--- src/rtl/bch_pkg.sv ---
// Shared types, generator constants and a reference parity model for the BCH encoder.
package bch_pkg;

  typedef enum logic [1:0] {
    IDLE   = 2'd0,
    DATA   = 2'd1,
    PARITY = 2'd2
  } state_t;

  typedef enum logic {
    LFSR_DIVIDE = 1'b0,
    LFSR_SHIFT  = 1'b1
  } lfsr_mode_t;

  localparam logic [12:0] BCH63_51_G = 13'h1539;
  localparam logic [6:0]  BCH63_57_G = 7'h43;

  localparam int unsigned MAX_W = 64;

  // Remainder of x^r * m(x) mod g(x); msg[len-1] is the highest-order coefficient.
  function automatic logic [MAX_W-1:0] bch_parity(input logic [MAX_W-1:0] msg,
                                                  input int unsigned len,
                                                  input logic [MAX_W-1:0] gpoly,
                                                  input int unsigned r);
    logic [MAX_W-1:0] rem;
    logic [MAX_W-1:0] mask;
    logic             fb;
    rem  = '0;
    mask = (MAX_W'(1) << r) - MAX_W'(1);
    for (int i = int'(len) - 1; i >= 0; i--) begin
      fb  = msg[i[5:0]] ^ rem[6'(r - 1)];
      rem = ((rem << 1) ^ (fb ? gpoly : '0)) & mask;
    end
    return rem;
  endfunction

endpackage

--- src/rtl/bch_lfsr.sv ---
// Parity register: divides the message by g(x), then shifts the remainder out MSB first.
module bch_lfsr
  import bch_pkg::*;
#(
  parameter int unsigned R        = 12,
  parameter logic [R:0]  GEN_POLY = BCH63_51_G
) (
  input  logic       clk,
  input  logic       rst,
  input  logic       en,
  input  lfsr_mode_t mode,
  input  logic       din,
  input  logic       clr,
  output logic [R-1:0] lfsr,
  output logic       msb
);

  logic [R-1:0] r_lfsr;
  logic [R-1:0] w_next;
  logic         w_fb;

  assign lfsr = r_lfsr;
  assign msb  = r_lfsr[R-1];

  // Next value: plain left shift, with the generator folded in while dividing.
  always_comb begin
    w_fb   = din ^ r_lfsr[R-1];
    w_next = {r_lfsr[R-2:0], 1'b0};
    if (mode == LFSR_DIVIDE && w_fb) begin
      w_next = w_next ^ GEN_POLY[R-1:0];
    end
  end

  // Remainder register; clear wins over update.
  always_ff @(posedge clk) begin
    if (rst) begin
      r_lfsr <= '0;
    end else if (clr) begin
      r_lfsr <= '0;
    end else if (en) begin
      r_lfsr <= w_next;
    end
  end

endmodule

--- src/rtl/bch_stream_encoder.sv ---
// Serial systematic BCH encoder: message bits pass through, then N-K parity bits follow.
module bch_stream_encoder
  import bch_pkg::*;
#(
  parameter int unsigned  N        = 63,
  parameter int unsigned  K        = 51,
  parameter logic [N-K:0] GEN_POLY = BCH63_51_G,
  localparam int unsigned LW       = $clog2(K + 1)
) (
  input  logic          clk,
  input  logic          rst,
  input  logic [LW-1:0] msg_len,
  input  logic          s_valid,
  output logic          s_ready,
  input  logic          s_data,
  output logic          m_valid,
  input  logic          m_ready,
  output logic          m_data,
  output logic          m_last,
  output logic [N-1:0]  m_word,
  output logic          m_word_valid,
  output logic          busy
);

  localparam int unsigned R  = N - K;
  localparam int unsigned PW = $clog2(R + 1);

  state_t      r_state;
  state_t      w_state_next;

  logic [LW-1:0] r_len;
  logic [LW-1:0] r_cnt;
  logic [PW-1:0] r_pcnt;
  logic [N-1:0]  r_acc;
  logic [N-1:0]  r_m_word;
  logic          r_m_valid;
  logic          r_m_data;
  logic          r_m_last;
  logic          r_m_word_valid;

  logic          w_free;
  logic          w_accept;
  logic          w_par_load;
  logic          w_last_par;
  logic [LW-1:0] w_eff_len;
  logic          w_lfsr_en;
  logic          w_lfsr_clr;
  lfsr_mode_t    w_lfsr_mode;
  logic [R-1:0]  w_lfsr;
  logic          w_lfsr_msb;

  assign w_free     = !r_m_valid || m_ready;
  assign s_ready    = (r_state == IDLE || r_state == DATA) && w_free;
  assign w_accept   = s_valid && s_ready;
  assign w_eff_len  = (msg_len == '0 || msg_len > LW'(K)) ? LW'(K) : msg_len;
  assign w_par_load = (r_state == PARITY) && w_free;
  assign w_last_par = w_par_load && (r_pcnt == PW'(R - 1));

  assign m_valid      = r_m_valid;
  assign m_data       = r_m_data;
  assign m_last       = r_m_last;
  assign m_word       = r_m_word;
  assign m_word_valid = r_m_word_valid;
  assign busy         = (r_state != IDLE);

  bch_lfsr #(
    .R        (R),
    .GEN_POLY (GEN_POLY)
  ) u_lfsr (
    .clk  (clk),
    .rst  (rst),
    .en   (w_lfsr_en),
    .mode (w_lfsr_mode),
    .din  (s_data),
    .clr  (w_lfsr_clr),
    .lfsr (w_lfsr),
    .msb  (w_lfsr_msb)
  );

  // State register.
  always_ff @(posedge clk) begin
    if (rst) begin
      r_state <= IDLE;
    end else begin
      r_state <= w_state_next;
    end
  end

  // Next-state and parity-register control.
  always_comb begin
    w_state_next = r_state;
    w_lfsr_en    = 1'b0;
    w_lfsr_clr   = 1'b0;
    w_lfsr_mode  = LFSR_DIVIDE;
    case (r_state)
      IDLE: begin
        if (w_accept) begin
          w_lfsr_en    = 1'b1;
          w_state_next = (w_eff_len == LW'(1)) ? PARITY : DATA;
        end
      end
      DATA: begin
        if (w_accept) begin
          w_lfsr_en = 1'b1;
          if (r_cnt == r_len - LW'(1)) begin
            w_state_next = PARITY;
          end
        end
      end
      PARITY: begin
        if (w_free) begin
          w_lfsr_en   = 1'b1;
          w_lfsr_mode = LFSR_SHIFT;
          if (r_pcnt == PW'(R - 1)) begin
            w_lfsr_clr   = 1'b1;
            w_state_next = IDLE;
          end
        end
      end
      default: w_state_next = IDLE;
    endcase
  end

  // Output register, counters and codeword accumulation.
  always_ff @(posedge clk) begin
    if (rst) begin
      r_m_valid      <= 1'b0;
      r_m_data       <= 1'b0;
      r_m_last       <= 1'b0;
      r_m_word       <= '0;
      r_m_word_valid <= 1'b0;
      r_acc          <= '0;
      r_len          <= '0;
      r_cnt          <= '0;
      r_pcnt         <= '0;
    end else begin
      r_m_word_valid <= 1'b0;
      if (w_accept) begin
        r_m_valid <= 1'b1;
        r_m_data  <= s_data;
        r_m_last  <= 1'b0;
        r_pcnt    <= '0;
        if (r_state == IDLE) begin
          r_acc <= N'(s_data);
          r_len <= w_eff_len;
          r_cnt <= LW'(1);
        end else begin
          r_acc <= {r_acc[N-2:0], s_data};
          r_cnt <= r_cnt + LW'(1);
        end
      end else if (w_par_load) begin
        r_m_valid <= 1'b1;
        r_m_data  <= w_lfsr_msb;
        r_acc     <= {r_acc[N-2:0], w_lfsr_msb};
        if (w_last_par) begin
          r_m_last       <= 1'b1;
          r_m_word       <= {r_acc[N-2:0], w_lfsr_msb};
          r_m_word_valid <= 1'b1;
          r_pcnt         <= '0;
          r_cnt          <= '0;
          r_len          <= '0;
        end else begin
          r_m_last <= 1'b0;
          r_pcnt   <= r_pcnt + PW'(1);
        end
      end else if (m_ready) begin
        r_m_valid <= 1'b0;
        r_m_last  <= 1'b0;
      end
    end
  end

  // Between frames the remainder register must already be empty.
  always_ff @(posedge clk) begin
    if (!rst && r_state == IDLE) begin
      assert (w_lfsr == '0);
    end
  end

endmodule

--- config.mk ---
export PLATFORM = sky130hd
export DESIGN_NAME = bch_stream_encoder
export DESIGN_NICKNAME = d
export VERILOG_FILES = /design/src/rtl/bch_pkg.sv /design/src/rtl/bch_lfsr.sv /design/src/rtl/bch_stream_encoder.sv
export SDC_FILE = /design/constraint.sdc
export NUM_CORES = 1
export LEC_CHECK = 0
export BUFFER_PORTS_ARGS = -buffer_cell sky130_fd_sc_hd__buf_2
export CELL_PAD_IN_SITES_DETAIL_PLACEMENT = 1
export CELL_PAD_IN_SITES_GLOBAL_PLACEMENT = 2
export CORE_MARGIN = 2
export CORE_UTILIZATION = 36
export DETAILED_ROUTE_END_ITERATION = 10
export HOLD_SLACK_MARGIN = 0.06
export PLACE_DENSITY = 0.89
export REMOVE_ABC_BUFFERS = 1
export SLEW_MARGIN = 20
export SYNTH_ARGS = -nofsm -noshare
export SYNTH_HDL_FRONTEND = slang
export SYNTH_HIERARCHICAL = 1
export SYNTH_SLANG_ARGS = --single-unit
--- constraint.sdc ---
create_clock -name clk -period 3.7 [get_ports clk]
set_input_delay 0.37 -clock clk [delete_from_list [all_inputs] [get_ports clk]]
set_output_delay 0.37 -clock clk [all_outputs]
set_load 0.01 [all_outputs]
==> impl_metrics.py <==
metrics = {
    "status": {
        "status": "finished, final reports clean",
    },
    "floorplanning": {
        "start_util_pct": 37.1,
        "die-area_sq_mm": 0.0175,
        "die_y_um": 132,
        "rows": 46,
        "fp.coreArea_sq_mm": 0.0160,
        "pin_count": 80,
        "die_x_um": 132,
    },
    "pwr": {
        "power_density_mw_per_mm2": 524,
        "static-leakage-power_nw": 2.55,
        "p_total_mw": 3.63,
        "peakVddDrop_mv": 0.338,
    },
    "critical_path": {
        "start_kind": "flop",
        "cp_max_fo": 54,
        "setup.worst_path.class": "flop to flop",
        "slowest_stage": "inv_2",
        "path_cells": "nand2b_1 -> nor2_4 -> nor2_4 -> inv_2 -> buf_4 -> nand2_1 -> a21oi_1",
        "arrival_ns": 2.89,
        "slowest_delay_ns": 0.66,
        "worstPathRequired_ns": 4.03,
        "endpoint_kind": "flop",
        "crit_top_cell": "nor2_4",
    },
    "final_layout": {
        "n_antenna_cell": 0,
        "multi_input_area_sq_mm": 0.00249,
        "ff_latch_area_sq_mm": 0.00316,
        "drive_above_1_share_pct": 15.7,
        "layout_common_cells": "nand2_1 (253), dfxtp_1 (158), a21oi_1 (138)",
        "final_area_sq_mm": 0.00693,
        "layout.nets": 804,
        "layout_commonest_cell": "nand2_1",
        "n_fill_cell": 2018,
        "area_growth_pct": 16.6,
        "final_cells": 1019,
    },
    "timing": {
        "hold_viol": 0,
        "slew_violations": 0,
        "fin_crit_sh_pct": 69.2,
        "min_period_ns": 2.56,
        "worstMarginPinSlew_ns": 0.895,
        "fin_setup_tns_ns": 0,
        "final-setup-viol-count": 0,
        "timing.fmax_mhz": 391,
        "max_slew_margin_pct": 40.2,
        "clock_skew_ns": 0.00695,
        "worst_slack_ns": 1.14,
        "rsz0062_at_grt": "false",
    },
    "routing": {
        "viasPerCell": 4.96,
        "vias": 5056,
        "routed_wl_um": 14200,
        "dr.first_iter.drc_count": 204,
        "drcViolationCount": 0,
        "dr.pass1.iters": 4,
        "antenna_left": 0,
        "routedWlPerCell_um": 13.9,
    },
    "hold_path": {
        "hold_class": "input port to flop",
    },
    "place": {
        "dp_hpwl_um": 9230,
        "io_buffer_count": 79,
        "globalplace.congestion": 0.792,
        "place_area_sq_mm": 0.00639,
        "pre_cts_ws_ns": 1.06,
        "place_inst": 987,
    },
    "synthesis": {
        "ys.warnings.count": 6,
        "syn_area_per_cell_sq_um": 8.07,
        "mappedNetlistArea_sq_mm": 0.00594,
        "postSynthCellCount": 736,
    },
    "job": {
        "drv_cap": 0,
    },
    "clock_network": {
        "cts.repair.resized": 0,
        "cts_buffer_depth": 2,
        "cts_tree": "built",
        "root_buffer": "clkbuf_16",
        "htree_levels": 4,
        "clock_latency_ns": 0.42,
        "path_clk_slew_ns": 0.06,
        "clock_sinks": 158,
        "post-cts-setup-buffers": 0,
        "ctsHoldBuffers": 0,
        "cts_buffers": 17,
    },
    "grt": {
        "grt_pass1_vias": 5134,
        "grt_pass1_wl_um": 24500,
        "antenna_found_initial": 0,
        "overflow": 0,
        "grt_max_degree": 86,
        "grtUsageTotal_pct": 16.9,
    },
}
[layout make-up]
type,count,share of cell area [%]
tap,216,3.90
clock buffer,23,6.90
timing repair buffer,85,6.36
inverter,5,0.271
multi-input combinational,523,36.0
clock inverter,9,0.903
sequential,158,45.7
[worst paths after layout]
path              startpoint          to  slack, ns  depth (start not counted)
setup / recovery  r_state[0]    r_acc[4]       1.14                          7
hold / removal    msg_len[2]    r_len[2]       0.22                          3
setup reg to reg  r_state[0]    r_acc[4]       1.14                          7
hold reg to reg   m_word[21]  m_word[21]       0.45                          2
[report_power, final]
| group | internal (mW) | leakage (nW) | switching (mW) |
|---|---|---|---|
| logic | 0.0816 | 1.02 | 0.192 |
| clock network | 0.909 | 0.255 | 0.685 |
| registers | 1.73 | 1.28 | 0.0291 |
| total | 2.72 | 2.55 | 0.906 |
[per-layer routing]
layer | vias to the layer above | global-route usage [%] | wire length, um
li1 | 2523 | - | -
met2 | 69 | 29.0 | 6900
met5 | - | 0 | 0
met4 | 0 | 6.51 | 258
met1 | 2444 | 20.6 | 6530
met3 | 20 | 3.68 | 470
[sequential cells by signal, summed over array words and instances, names as in the netlist]
signal,count
m_word,63
r_acc,62
u_lfsr/lfsr,12
r_cnt,6
r_len,6
r_pcnt,4
r_state,2
m_last,1
m_valid,1
m_word_valid,1
[through the flow]
step           hold WS, ns  utilization (%)
6_report             0.223             43.3
3_3_place_gp         0.443             39.9
5_1_grt              0.250             43.3
3_5_place_dp         0.445             39.9
4_1_cts              0.211             43.3
2_1_floorplan        0.426                -
[critical path: cells and delay by family (launching register included)]
kind	cells	cell delay, ns
compound gates	1	0.16
buf+inv	2	1.07
flops	1	0.39
simple gates	4	0.81
Power figures use the tool's default switching activity.
